`config.mk`:
```
export PLATFORM = sky130hd
export DESIGN_NAME = burst_rr_arbiter
export DESIGN_NICKNAME = d
export VERILOG_FILES = /design/src/rtl/burst_rr_arbiter_pkg.sv /design/src/rtl/rr_pick.sv /design/src/rtl/burst_rr_arbiter.sv
export SDC_FILE = /design/constraint.sdc
export NUM_CORES = 1
export LEC_CHECK = 0
export CAP_MARGIN = 5
export CELL_PAD_IN_SITES_DETAIL_PLACEMENT = 1
export CELL_PAD_IN_SITES_GLOBAL_PLACEMENT = 2
export CORE_MARGIN = 2
export CORE_UTILIZATION = 32
export DETAILED_ROUTE_END_ITERATION = 8
export PLACE_DENSITY_LB_ADDON = 0.1
export RECOVER_POWER = 25
export SYNTH_ARGS = -nofsm -noshare
export SYNTH_HDL_FRONTEND = slang
export SYNTH_HIERARCHICAL = 1
export SYNTH_SLANG_ARGS = --single-unit
```
`constraint.sdc`:
```
create_clock -name clk -period 3.92 [get_ports clk]
set_clock_uncertainty 0.05 [all_clocks]
set_input_delay 0.784 -clock clk [delete_from_list [all_inputs] [get_ports clk]]
set_output_delay 0.784 -clock clk [all_outputs]
set_load 0.05 [all_outputs]
```
`src/rtl/burst_rr_arbiter_pkg.sv`:
```
// ---------------------------------------------------------------------------
// burst_rr_arbiter_pkg
// Shared types and width helpers for the burst round-robin arbiter.
//   state_t   : arbiter FSM state (IDLE = no owner, OWN = grant held)
//   width_for : bit width needed to encode values 0..n-1 (never below 1)
// ---------------------------------------------------------------------------
package burst_rr_arbiter_pkg;

   typedef enum logic {
      IDLE = 1'b0,
      OWN  = 1'b1
   } state_t;

   function automatic int width_for(input int n);
      return (n > 1) ? $clog2(n) : 1;
   endfunction

endpackage

```
`src/rtl/rr_pick.sv`:
```
// ---------------------------------------------------------------------------
// rr_pick
// Combinational round-robin selector: finds the first requester with
// req=1 and mask=0, scanning ptr, ptr+1, ... modulo NUM_REQ.
// Ports:
//   req   [NUM_REQ-1:0]  request vector
//   ptr   [IW-1:0]       scan start index, always within 0..NUM_REQ-1
//   mask  [NUM_REQ-1:0]  requesters excluded from this pick
//   found                at least one unmasked requester is active
//   idx   [IW-1:0]       winning index (0 when found=0)
// ---------------------------------------------------------------------------
module rr_pick
   import burst_rr_arbiter_pkg::*;
#(
   parameter  int NUM_REQ = 4,
   localparam int IW      = width_for(NUM_REQ)
) (
   input  logic [NUM_REQ-1:0] req,
   input  logic [IW-1:0]      ptr,
   input  logic [NUM_REQ-1:0] mask,
   output logic               found,
   output logic [IW-1:0]      idx
);

   logic [NUM_REQ-1:0] cand;
   logic [IW:0]        pos;

   assign cand = req & ~mask;

   // Scan from the farthest offset down to offset 0 so the nearest hit to
   // ptr is the last one written. The wrap is a single conditional
   // subtract, which keeps pos inside 0..NUM_REQ-1 for any NUM_REQ.
   always_comb begin
      found = 1'b0;
      idx   = '0;
      pos   = '0;
      for (int k = NUM_REQ - 1; k >= 0; k--) begin
         pos = {1'b0, ptr} + (IW+1)'(k);
         if (pos >= (IW+1)'(NUM_REQ))
            pos = pos - (IW+1)'(NUM_REQ);
         if (cand[pos[IW-1:0]]) begin
            found = 1'b1;
            idx   = pos[IW-1:0];
         end
      end
   end

endmodule

```
`src/rtl/burst_rr_arbiter.sv`:
```
// ---------------------------------------------------------------------------
// burst_rr_arbiter
// Round-robin arbiter sharing one resource between NUM_REQ requesters.
// A winner keeps its grant for up to MAX_BURST transfer cycles, then is
// forced to release; dropping its request releases it early.
// Ports:
//   clk         clock, all state on posedge
//   rst_n       asynchronous active-low reset
//   req         [NUM_REQ-1:0] level requests
//   gnt         [NUM_REQ-1:0] registered one-hot-or-zero grant
//   gnt_valid   registered OR of gnt
//   gnt_id      index of the current owner, 0 when idle
//   burst_cnt   transfers completed in the current burst
//   burst_done  one-cycle pulse after a burst ends by exhaustion
// ---------------------------------------------------------------------------
module burst_rr_arbiter
   import burst_rr_arbiter_pkg::*;
#(
   parameter  int NUM_REQ   = 4,
   parameter  int MAX_BURST = 5,
   localparam int IW        = width_for(NUM_REQ),
   localparam int CW        = width_for(MAX_BURST + 1)
) (
   input  logic               clk,
   input  logic               rst_n,
   input  logic [NUM_REQ-1:0] req,
   output logic [NUM_REQ-1:0] gnt,
   output logic               gnt_valid,
   output logic [IW-1:0]      gnt_id,
   output logic [CW-1:0]      burst_cnt,
   output logic               burst_done
);

   if (NUM_REQ < 2) begin : g_bad_num_req
      $error("burst_rr_arbiter: NUM_REQ must be >= 2");
   end
   if (MAX_BURST < 1) begin : g_bad_max_burst
      $error("burst_rr_arbiter: MAX_BURST must be >= 1");
   end

   state_t             state_q, state_d;
   logic [IW-1:0]      ptr_q, ptr_d;
   logic [NUM_REQ-1:0] gnt_d;
   logic [IW-1:0]      id_d;
   logic [CW-1:0]      cnt_d;
   logic               done_d;

   logic               transfer;
   logic               exhaust;
   logic [NUM_REQ-1:0] pick_mask;
   logic               found;
   logic [IW-1:0]      win;
   logic [IW-1:0]      win_next;

   assign transfer = (state_q == OWN) && req[gnt_id];
   assign exhaust  = transfer && (burst_cnt == CW'(MAX_BURST - 1));

   // An exhausted owner is excluded from the re-arbitration at the same
   // edge; gnt is its one-hot, so it doubles as the mask.
   assign pick_mask = exhaust ? gnt : '0;

   rr_pick #(.NUM_REQ(NUM_REQ)) u_pick (
      .req   (req),
      .ptr   (ptr_q),
      .mask  (pick_mask),
      .found (found),
      .idx   (win)
   );

   assign win_next = (win == IW'(NUM_REQ - 1)) ? '0 : win + 1'b1;

   always_comb begin
      state_d = state_q;
      ptr_d   = ptr_q;
      gnt_d   = gnt;
      id_d    = gnt_id;
      cnt_d   = burst_cnt;
      done_d  = 1'b0;
      case (state_q)
         IDLE: begin
            if (found) begin
               state_d = OWN;
               gnt_d   = NUM_REQ'(1) << win;
               id_d    = win;
               cnt_d   = '0;
               ptr_d   = win_next;
            end
         end
         OWN: begin
            if (transfer && !exhaust) begin
               cnt_d = burst_cnt + 1'b1;
            end else begin
               // Exhaust or withdraw: hand over back-to-back if anyone waits.
               done_d = exhaust;
               if (found) begin
                  gnt_d = NUM_REQ'(1) << win;
                  id_d  = win;
                  cnt_d = '0;
                  ptr_d = win_next;
               end else begin
                  state_d = IDLE;
                  gnt_d   = '0;
                  id_d    = '0;
                  cnt_d   = '0;
               end
            end
         end
         default: state_d = IDLE;
      endcase
   end

   always_ff @(posedge clk or negedge rst_n) begin
      if (!rst_n) begin
         state_q    <= IDLE;
         ptr_q      <= '0;
         gnt        <= '0;
         gnt_valid  <= 1'b0;
         gnt_id     <= '0;
         burst_cnt  <= '0;
         burst_done <= 1'b0;
      end else begin
         state_q    <= state_d;
         ptr_q      <= ptr_d;
         gnt        <= gnt_d;
         gnt_valid  <= |gnt_d;
         gnt_id     <= id_d;
         burst_cnt  <= cnt_d;
         burst_done <= done_d;
      end
   end

`ifdef BURST_RR_ARBITER_SVA
   localparam int STARVE = (NUM_REQ - 1) * (MAX_BURST + 1) + 1;

   a_onehot: assert property (@(posedge clk) disable iff (!rst_n) $onehot0(gnt));
   a_valid:  assert property (@(posedge clk) disable iff (!rst_n) gnt_valid == |gnt);
   a_cnt:    assert property (@(posedge clk) disable iff (!rst_n) burst_cnt < MAX_BURST);

   for (genvar i = 0; i < NUM_REQ; i++) begin : g_sva
      a_burst_len: assert property (@(posedge clk) disable iff (!rst_n)
         not (gnt[i] [*MAX_BURST+1]));
      a_starve: assert property (@(posedge clk) disable iff (!rst_n)
         not ((req[i] && !gnt[i]) [*STARVE+1]));
      c_full_burst: cover property (@(posedge clk) disable iff (!rst_n)
         gnt[i] [*MAX_BURST] ##1 !gnt[i]);
   end
`endif

endmodule

```
==> implementation parameters, run 1 <==
Parameter                              Value

Timing
  Headroom to the max-slew limit ... 0.5495
  Setup repair after global routing missed its margin ... no
  F_max ... 267.0 MHz
  Post-Route Hold Slack ... 504.9 ps
  Number of slew-limit violations in the final report ... 0
  Transition at the pin with the smallest max-transition slack ... 669.7 ps
  Hold Vio Cnt, Final ... 0
  Share of the clock period used by the worst path ... 0.9553
  Count of endpoints failing setup in the final report ... 0
  Shortest period the worst path allows ... 3745 ps

Power and ir drop
  Areal power density over the cells ... 790.8 mW/mm2
  Maximum VDD drop ... 0.0004043 V
  Cell leakage power ... 0.5369 nW

Synthesis
  Most used flip-flop cell after synthesis ... sky130_fd_sc_hd__dfrtp_1
  Total nets after synthesis ... 81
  Synthesis Warnings ... 6
  Main combinational cell family by area after synthesis ... compound AO/OA/AOI/OAI gates
  List of most frequent post-synthesis cells ... sky130_fd_sc_hd__dfrtp_1 (14), sky130_fd_sc_hd__ha_1 (6), sky130_fd_sc_hd__a22o_1 (5), sky130_fd_sc_hd__inv_1 (5), sky130_fd_sc_hd__and2_1 (4)
  Fraction of the yosys area taken by sequential cells ... 0.4268
  Adder-cell share of the synthesized area ... 0.09146
  Xor/xnor cell area share of the yosys netlist ... 0
  Share of the synthesized area in the top cell type ... 0.4268
  Syn Inst Count ... 69
  Mean instance size in the synthesized netlist ... 11.90 um2
  Post-Syn Area ... 820.8 um2
  Area leader, netlist ... sky130_fd_sc_hd__dfrtp_1
  Post-synthesis simple-gate area fraction ... 0.1784
  Biggest area contributors in the synthesized netlist ... sky130_fd_sc_hd__dfrtp_1 (43%), sky130_fd_sc_hd__ha_1 (9.1%), sky130_fd_sc_hd__a22o_1 (5.3%)
  Mux cell area share after synthesis ... 0.07774
  Fraction of the mapped netlist area in compound gates ... 0.2027
  Number of unique standard cell types used by synthesis ... 28
  Post-synthesis register bit count ... 14
  Post-synthesis async set-or-reset flop share ... 1.000
  Most repeated cell in the gate-level netlist after synthesis ... sky130_fd_sc_hd__dfrtp_1
  Number of flops mapped to enable cells by yosys ... 0

Drt
  Routed wire length ... 2027 um
  Average detailed-routed wire length per instance ... 15.71 um
  Total via count after detailed routing ... 660
  Number of design rule violations left after detail routing ... 0
  DRC violation total after the first TritonRoute iteration ... 1
  Antenna-violating nets left ... 0
  Pre-antenna DRT Iters ... 2
  Number of vias per cell ... 5.116

Clocking
  Htree depth ... 1
  # Post-CTS Setup Buffers ... 0
  Number of clock sinks ... 14
  Master cell of the clock root buffer ... sky130_fd_sc_hd__clkbuf_4
  Longest Clk Path Bufs ... 2
  CTS clock-pin slew for the worst setup and hold paths ... 80 ps
  Clock tree from TritonCTS ... built
  Clock network latency to the later pin of the worst-skew pair ... 280 ps
  TritonCTS Buffers ... 3

Floorplanning
  Height of the die ... 54.65 um
  Core Area ... 0.002455 mm2
  Number of placement rows ... 18
  Overall die width ... 54.65 um
  Total die area ... 0.002986 mm2
  Starting Density ... 0.3344
  I/O Pins ... 17

Finish
  Count of inserted antenna diode cells ... 0
  Number of fill cells in the layout ... 264
  Layout Nets ... 112
  Layout cells sized above 1 ... 0.2929
  Layout Cells excl Fill ... 129
  Synthesis-to-layout area growth ... 43.14%

Setup path
  Critical Path Start ... req[0]
  Kind of critical path ... input pin to register
  Reg-to-reg endpoint ... gnt_valid
  Largest driver fanout on the critical path ... 5
  Beginning of the worst register-to-register path ... gnt_id[0]
  Category of the worst setup path capture point ... register
  Startpoint Class ... input pin
  Required time at the worst-slack endpoint ... 4040 ps
  Worst setup path end ... gnt_valid
  Depth of the worst register-to-register path ... 11
  Flop2flop setup slack ... 660 ps
  Data arrival time of the critical path ... 3860 ps

Placed design
  Half-perimeter wire length after detailed placement ... 1609 um
  Number of buffer cells added on primary ports ... 16
  Post-Place Cells ... 125
  Placer congestion estimate ... 0.8638

Global route
  Number of global-route vias before repair ... 666
  Wire length of the first global-routing pass ... 3284 um
  Pin count of the biggest net entering global routing ... 15
  Gr usage total ... 0.1586
  Global route overflow ... 0
  Initial antenna violation count ... 0

Flow run
  Max Cap Viol ... 0

Min path
  Launch instance of the worst min-delay path ... burst_cnt[1]
  Class of the tightest hold or removal check ... register to register

Status
  Outcome ... completed
-- power by group --
part	total, mW	leakage (nW)	internal [mW]	switching [mW]
Sequential	0.263	0.175	0.198	0.0646
Combinational	0.563	0.341	0.261	0.302
Clock	0.104	0.0210	0.0564	0.0472
Total	0.929	0.537	0.516	0.413
-- kinds of logic (layout without fill, tap and decap cells) --
kind of cell / count (synthesis) / in the layout
and+or+nand+nor: 22 / 22
AOI/OAI and AO/OA: 18 / 18
DFF: 14 / 14
adders and majority gates: 6 / 6
buffers and inverters: 5 / 35
muxes: 4 / 4
-- flip-flops by register name, indices dropped and copies added, names as in the netlist --
name and count:
state_q 1, burst_done 1, gnt 4, ptr_q 2
burst_cnt 3, gnt_valid 1, gnt_id 2
-- routing by layer --
metal | wire length, um | share of wire | vias up | global-route usage
li1 | - | - | 319 | -
met1 | 952 | 0.47 | 327 | 0.2024
met2 | 983 | 0.48 | 12 | 0.2599
met3 | 72 | 0.036 | 2 | 0.03279
met4 | 19 | 0.0094 | 0 | 0.06250
met5 | 0 | 0 | - | 0
-- cells in the final DEF (no fill, tap or decap), types with 2 or more instances in the layout --
cell type and count:
sky130_fd_sc_hd__clkdlybuf4s50_1 15, sky130_fd_sc_hd__nor3b_4 2, sky130_fd_sc_hd__nand2b_1 3, sky130_fd_sc_hd__ha_1 6, sky130_fd_sc_hd__o21a_1 2, sky130_fd_sc_hd__clkbuf_4 3, sky130_fd_sc_hd__dfrtp_1 14, sky130_fd_sc_hd__nor2_1 3
sky130_fd_sc_hd__nand2_1 2, sky130_fd_sc_hd__mux2_4 2, sky130_fd_sc_hd__inv_1 5, sky130_fd_sc_hd__buf_4 10, sky130_fd_sc_hd__a22o_1 5, sky130_fd_sc_hd__a22o_2 2, sky130_fd_sc_hd__and2_1 4, sky130_fd_sc_hd__or4_1 2
sky130_fd_sc_hd__a32o_1 2
-- worst min-delay path by stage --
stage | slack, ps | cells past startpoint | endpoint
floorplan | 440 | 0 | burst_cnt[0]
global placement | 480 | 1 | burst_cnt[1]
detailed placement | 500 | 1 | burst_cnt[1]
CTS | 520 | 1 | burst_cnt[1]
global route | 560 | 1 | burst_cnt[1]
finish | 500 | 1 | burst_cnt[1]
-- metrics by stage --
step / utilization / worst slack (ps) / TNS, ps / area (um2) / total power, mW
finish: 0.4786 / 175.2 / 0 / 1175 / 0.9291
detailed placement: 0.4480 / -211.3 / -211.3 / 1100 / 0.8097
CTS: 0.4628 / 73.67 / 0 / 1136 / 0.9180
global placement: 0.4480 / -202.6 / -202.6 / 1100 / 0.8047
global route: 0.4786 / 52.94 / 0 / 1175 / 0.9962
floorplan: - / 139.0 / 0 / 827.0 / 0.6126
-- worst max-delay path, stage by stage --
cell and delay [ps]:
sky130_fd_sc_hd__clkdlybuf4s50_1 430, sky130_fd_sc_hd__mux4_2 480, sky130_fd_sc_hd__and4_4 220, sky130_fd_sc_hd__and2_1 160, sky130_fd_sc_hd__nand2b_4 150, sky130_fd_sc_hd__buf_4 150, sky130_fd_sc_hd__nor3b_4 220, sky130_fd_sc_hd__nor4_4 70
sky130_fd_sc_hd__buf_4 160, sky130_fd_sc_hd__ha_1 220, sky130_fd_sc_hd__or4_1 530, sky130_fd_sc_hd__a22o_2 270
-- layout make-up --
cell class                 count  area (um2)  share of cell area
clock buffer                   4       36.28             0.03088
timing repair buffer          26       235.2              0.2002
multi-input combinational     50       496.7              0.4228
sequential                    14       350.3              0.2982
inverter                       5       18.77             0.01597
tap                           30       37.54             0.03195
-- timing repair --
item | CTS | global route
hold buffers | 0 | 0
setup endpoints to repair | 0 | 1
gates resized for setup | 0 | 7
No activity file was read; power rests on OpenSTA's default activity.
==> inputs of run 2 (changes only) <==
Settings changed: CORE_MARGIN 2 to not set.
Clock period 3.92 ns to 3.75 ns, I/O delays scaled along.
==> run 2 against run 1 <==
Compared with the run above:
- total power up 6.5%
- flip-flop and latch count unchanged
- non-clock buffer count up 5
- worst hold slack better by 4.9 ps
- final cell count up 2.3%
- first-iteration DRC count rose to 17 times the previous value
- sequential power up 3%
- utilization up 3.4 points
- clock power about the same
- routed wire length up 3.4%
- largest cell class unchanged
==> implementation parameters, run 2 (synthesis results as in run 1) <==
Parameter                              Value

Floorplanning
  Height of the die ... 52.65 um (-3.7%)
  I/O Pins ... 17 (unchanged)
  Overall die width ... 52.65 um (-3.7%)
  Total die area ... 0.002772 mm2 (-7.2%)
  Core Area ... 0.002318 mm2 (-5.6%)
  Starting Density ... 0.3540 (+0.01967)
  Number of placement rows ... 17 (-1)

Setup path
  Beginning of the worst register-to-register path ... gnt_id[0]
  Kind of critical path ... input pin to register
  Crit-path leading delay family ... simple AND/OR/NAND/NOR gates
  Data arrival time of the critical path ... 3750 ps (-110 ps)
  Depth of the worst register-to-register path ... 10 (-1)
  Cell chain of the critical path ... clkdlybuf4s50_1 -> mux4_2 -> and4_4 -> and2_1 -> nand2b_1 -> o21a_1 -> nor4_2 -> inv_1 -> ha_2 -> or4_1 -> a22o_2
  Worst setup path end ... gnt_valid
  Required time at the worst-slack endpoint ... 3870 ps (-170 ps)
  Critical path buffers and inverters ... 2 (-1)
  Largest driver fanout on the critical path ... 5 (unchanged)
  Max incr delay on CP ... 510 ps (-20 ps)
  Category of the worst setup path capture point ... register
  Logic depth of the worst path, buffers included ... 11 (-1)
  Critical Path Start ... req[3]
  Reg-to-reg endpoint ... gnt_valid
  Cell with the largest stage delay on the worst path ... sky130_fd_sc_hd__or4_1
  Startpoint Class ... input pin
  Flop2flop setup slack ... 580 ps (-80 ps)

Power and ir drop
  Power spent charging and discharging nets ... 433.6 uW (+4.9%)
  Clock group share of total power ... 0.108 (-0.004)
  Cell leakage power ... 0.5488 nW (+2.2%)
  Maximum VDD drop ... 0.0004990 V (+23%)
  Sequential group share of total power ... 0.275 (-0.008)
  Gate power share ... 0.617 (+0.011)
  Cell Int Power ... 555.9 uW (+7.8%)
  Areal power density over the cells ... 833.3 mW/mm2 (+5.4%)
  Overall power consumption ... 989.5 uW (+6.5%)
  Share of total power consumed by net switching ... 0.4382 (-0.006717)

Timing
  F_max ... 275.2 MHz
  Transition at the pin with the smallest max-transition slack ... 672.0 ps (+2.309 ps)
  Setup repair after global routing missed its margin ... no
  Post-route worst setup slack ... 116.4 ps (-58.79 ps)
  Hold Vio Cnt, Final ... 0 (unchanged)
  Count of endpoints failing setup in the final report ... 0 (unchanged)
  Headroom to the max-slew limit ... 0.5480 (-0.001554)
  Share of the clock period used by the worst path ... 0.9690
  Number of slew-limit violations in the final report ... 0 (unchanged)
  Sum of negative setup slack ... 0 ps (unchanged)
  Shortest period the worst path allows ... 3634 ps

Global route
  Initial antenna violation count ... 0 (unchanged)
  Pin count of the biggest net entering global routing ... 15 (unchanged)
  Global route overflow ... 0 (unchanged)
  Gr usage total ... 0.1787 (+0.02003)
  Wire length of the first global-routing pass ... 3484 um (+6.1%)
  Number of global-route vias before repair ... 725 (+8.9%)

Clocking
  Count of hold-fix buffers inserted at cts ... 0 (unchanged)
  Master cell of the clock root buffer ... sky130_fd_sc_hd__clkbuf_4
  Htree depth ... 1 (unchanged)
  Number of clock sinks ... 14 (unchanged)
  CTS clock-pin slew for the worst setup and hold paths ... 90 ps (about the same)
  Clock tree from TritonCTS ... built
  Clock network latency to the later pin of the worst-skew pair ... 270 ps (about the same)
  Longest Clk Path Bufs ... 2 (unchanged)
  TritonCTS Buffers ... 3 (unchanged)

Flow run
  Max Cap Viol ... 0 (unchanged)

Finish
  Synthesis-to-layout area growth ... 44.66%
  Largest reg by FF count ... gnt
  Largest regs ... gnt: 4 flops, burst_cnt: 3 flops
  Count of inserted antenna diode cells ... 0 (unchanged)
  Layout cells sized above 1 ... 0.3365 (+0.04361)
  Max FFs per register ... 4 (unchanged)
  Most used cells in the layout excluding fill and tap cells ... sky130_fd_sc_hd__clkdlybuf4s50_1 (15), sky130_fd_sc_hd__buf_4 (15), sky130_fd_sc_hd__dfrtp_1 (13)
  Layout Nets ... 117 (+4.5%)

Drt
  Number of design rule violations left after detail routing ... 0 (unchanged)
  Average detailed-routed wire length per instance ... 15.87 um (+1.0%)
  Number of vias per cell ... 5.227 (+2.2%)
  Routed wire length ... 2095 um (+3.4%)
  DRC violation total after the first TritonRoute iteration ... 17 (+16)
  Total via count after detailed routing ... 690 (+4.5%)
  Antenna-violating nets left ... 0 (unchanged)
  Pre-antenna DRT Iters ... 4 (+2)

Placed design
  Half-perimeter wire length after detailed placement ... 1650 um (+2.5%)
  Post-place setup slack ... -347.0 ps (-135.6 ps)
  Number of buffer cells added on primary ports ... 16 (unchanged)
  Placer congestion estimate ... 0.7210 (-17%)

Min path
  Class of the tightest hold or removal check ... register to register

Status
  Outcome ... completed
[run 2: repair_timing]
item	CTS	global route
buffers inserted	1	0
endpoints found under the setup margin	1	1
gates resized for setup	2	2
pin swaps	3	2
[run 2: area by class of cell]
type / count / area, um2
inverters: 5 / 18.77
repair buffers: 31 / 272.8
well taps: 28 / 35.03
flip-flops and latches: 14 / 351.6
multi-input cells: 50 / 473.0
clock buffers: 4 / 36.28
fillers: 259 / 1131
[run 2: worst reg2reg max path, cell delays in order, from the launching register on]
cell and delay (ps):
sky130_fd_sc_hd__dfrtp_2 430, sky130_fd_sc_hd__mux4_2 350, sky130_fd_sc_hd__and4_4 220, sky130_fd_sc_hd__and2_1 190, sky130_fd_sc_hd__and3b_1 200, sky130_fd_sc_hd__o21a_1 200, sky130_fd_sc_hd__nor4_2 320, sky130_fd_sc_hd__inv_1 110
sky130_fd_sc_hd__ha_2 190, sky130_fd_sc_hd__or4_1 510, sky130_fd_sc_hd__a22o_2 270
[run 2: metrics by stage]
| step | instance area (um2) | std cells | utilization | hold slack, ps |
|---|---|---|---|---|
| CTS | 1176 | 132 | 0.5073 | 513.8 |
| finish | 1187 | 132 | 0.5121 | 509.7 |
| floorplan | 828.3 | 69 | - | 404.4 |
| detailed placement | 1129 | 127 | 0.4868 | 501.9 |
| global route | 1187 | 132 | 0.5121 | 534.0 |
| global placement | 1129 | 127 | 0.4868 | 481.7 |
[run 2: how the worst min path moves through the flow]
stage / from / endpoint / slack (ps) / depth (start not counted)
floorplan: rst_n / burst_cnt[0] / 400 / 0
global placement: burst_cnt[1] / burst_cnt[1] / 480 / 1
detailed placement: burst_cnt[1] / burst_cnt[1] / 500 / 1
CTS: burst_cnt[0] / burst_cnt[0] / 510 / 1
global route: gnt_id[0] / gnt_id[0] / 530 / 1
finish: burst_cnt[0] / burst_cnt[0] / 510 / 1
[run 2: power by group through the flow]
stage / combinational, mW / sequential [mW] / clock (mW)
6_report: 0.610 / 0.272 / 0.107
5_1_grt: 0.653 / 0.282 / 0.116
4_1_cts: 0.610 / 0.273 / 0.110
3_5_place_dp: 0.599 / 0.276 / 0
3_3_place_gp: 0.586 / 0.271 / 0
2_1_floorplan: 0.241 / 0.400 / 0
[run 2: metal layers]
metal,vias to the layer above,GRT usage,part of all wire
met5,-,0,0
met4,0,0.02632,0.0081
met3,2,0.05217,0.023
met2,12,0.3017,0.49
met1,346,0.2278,0.47
li1,330,-,-
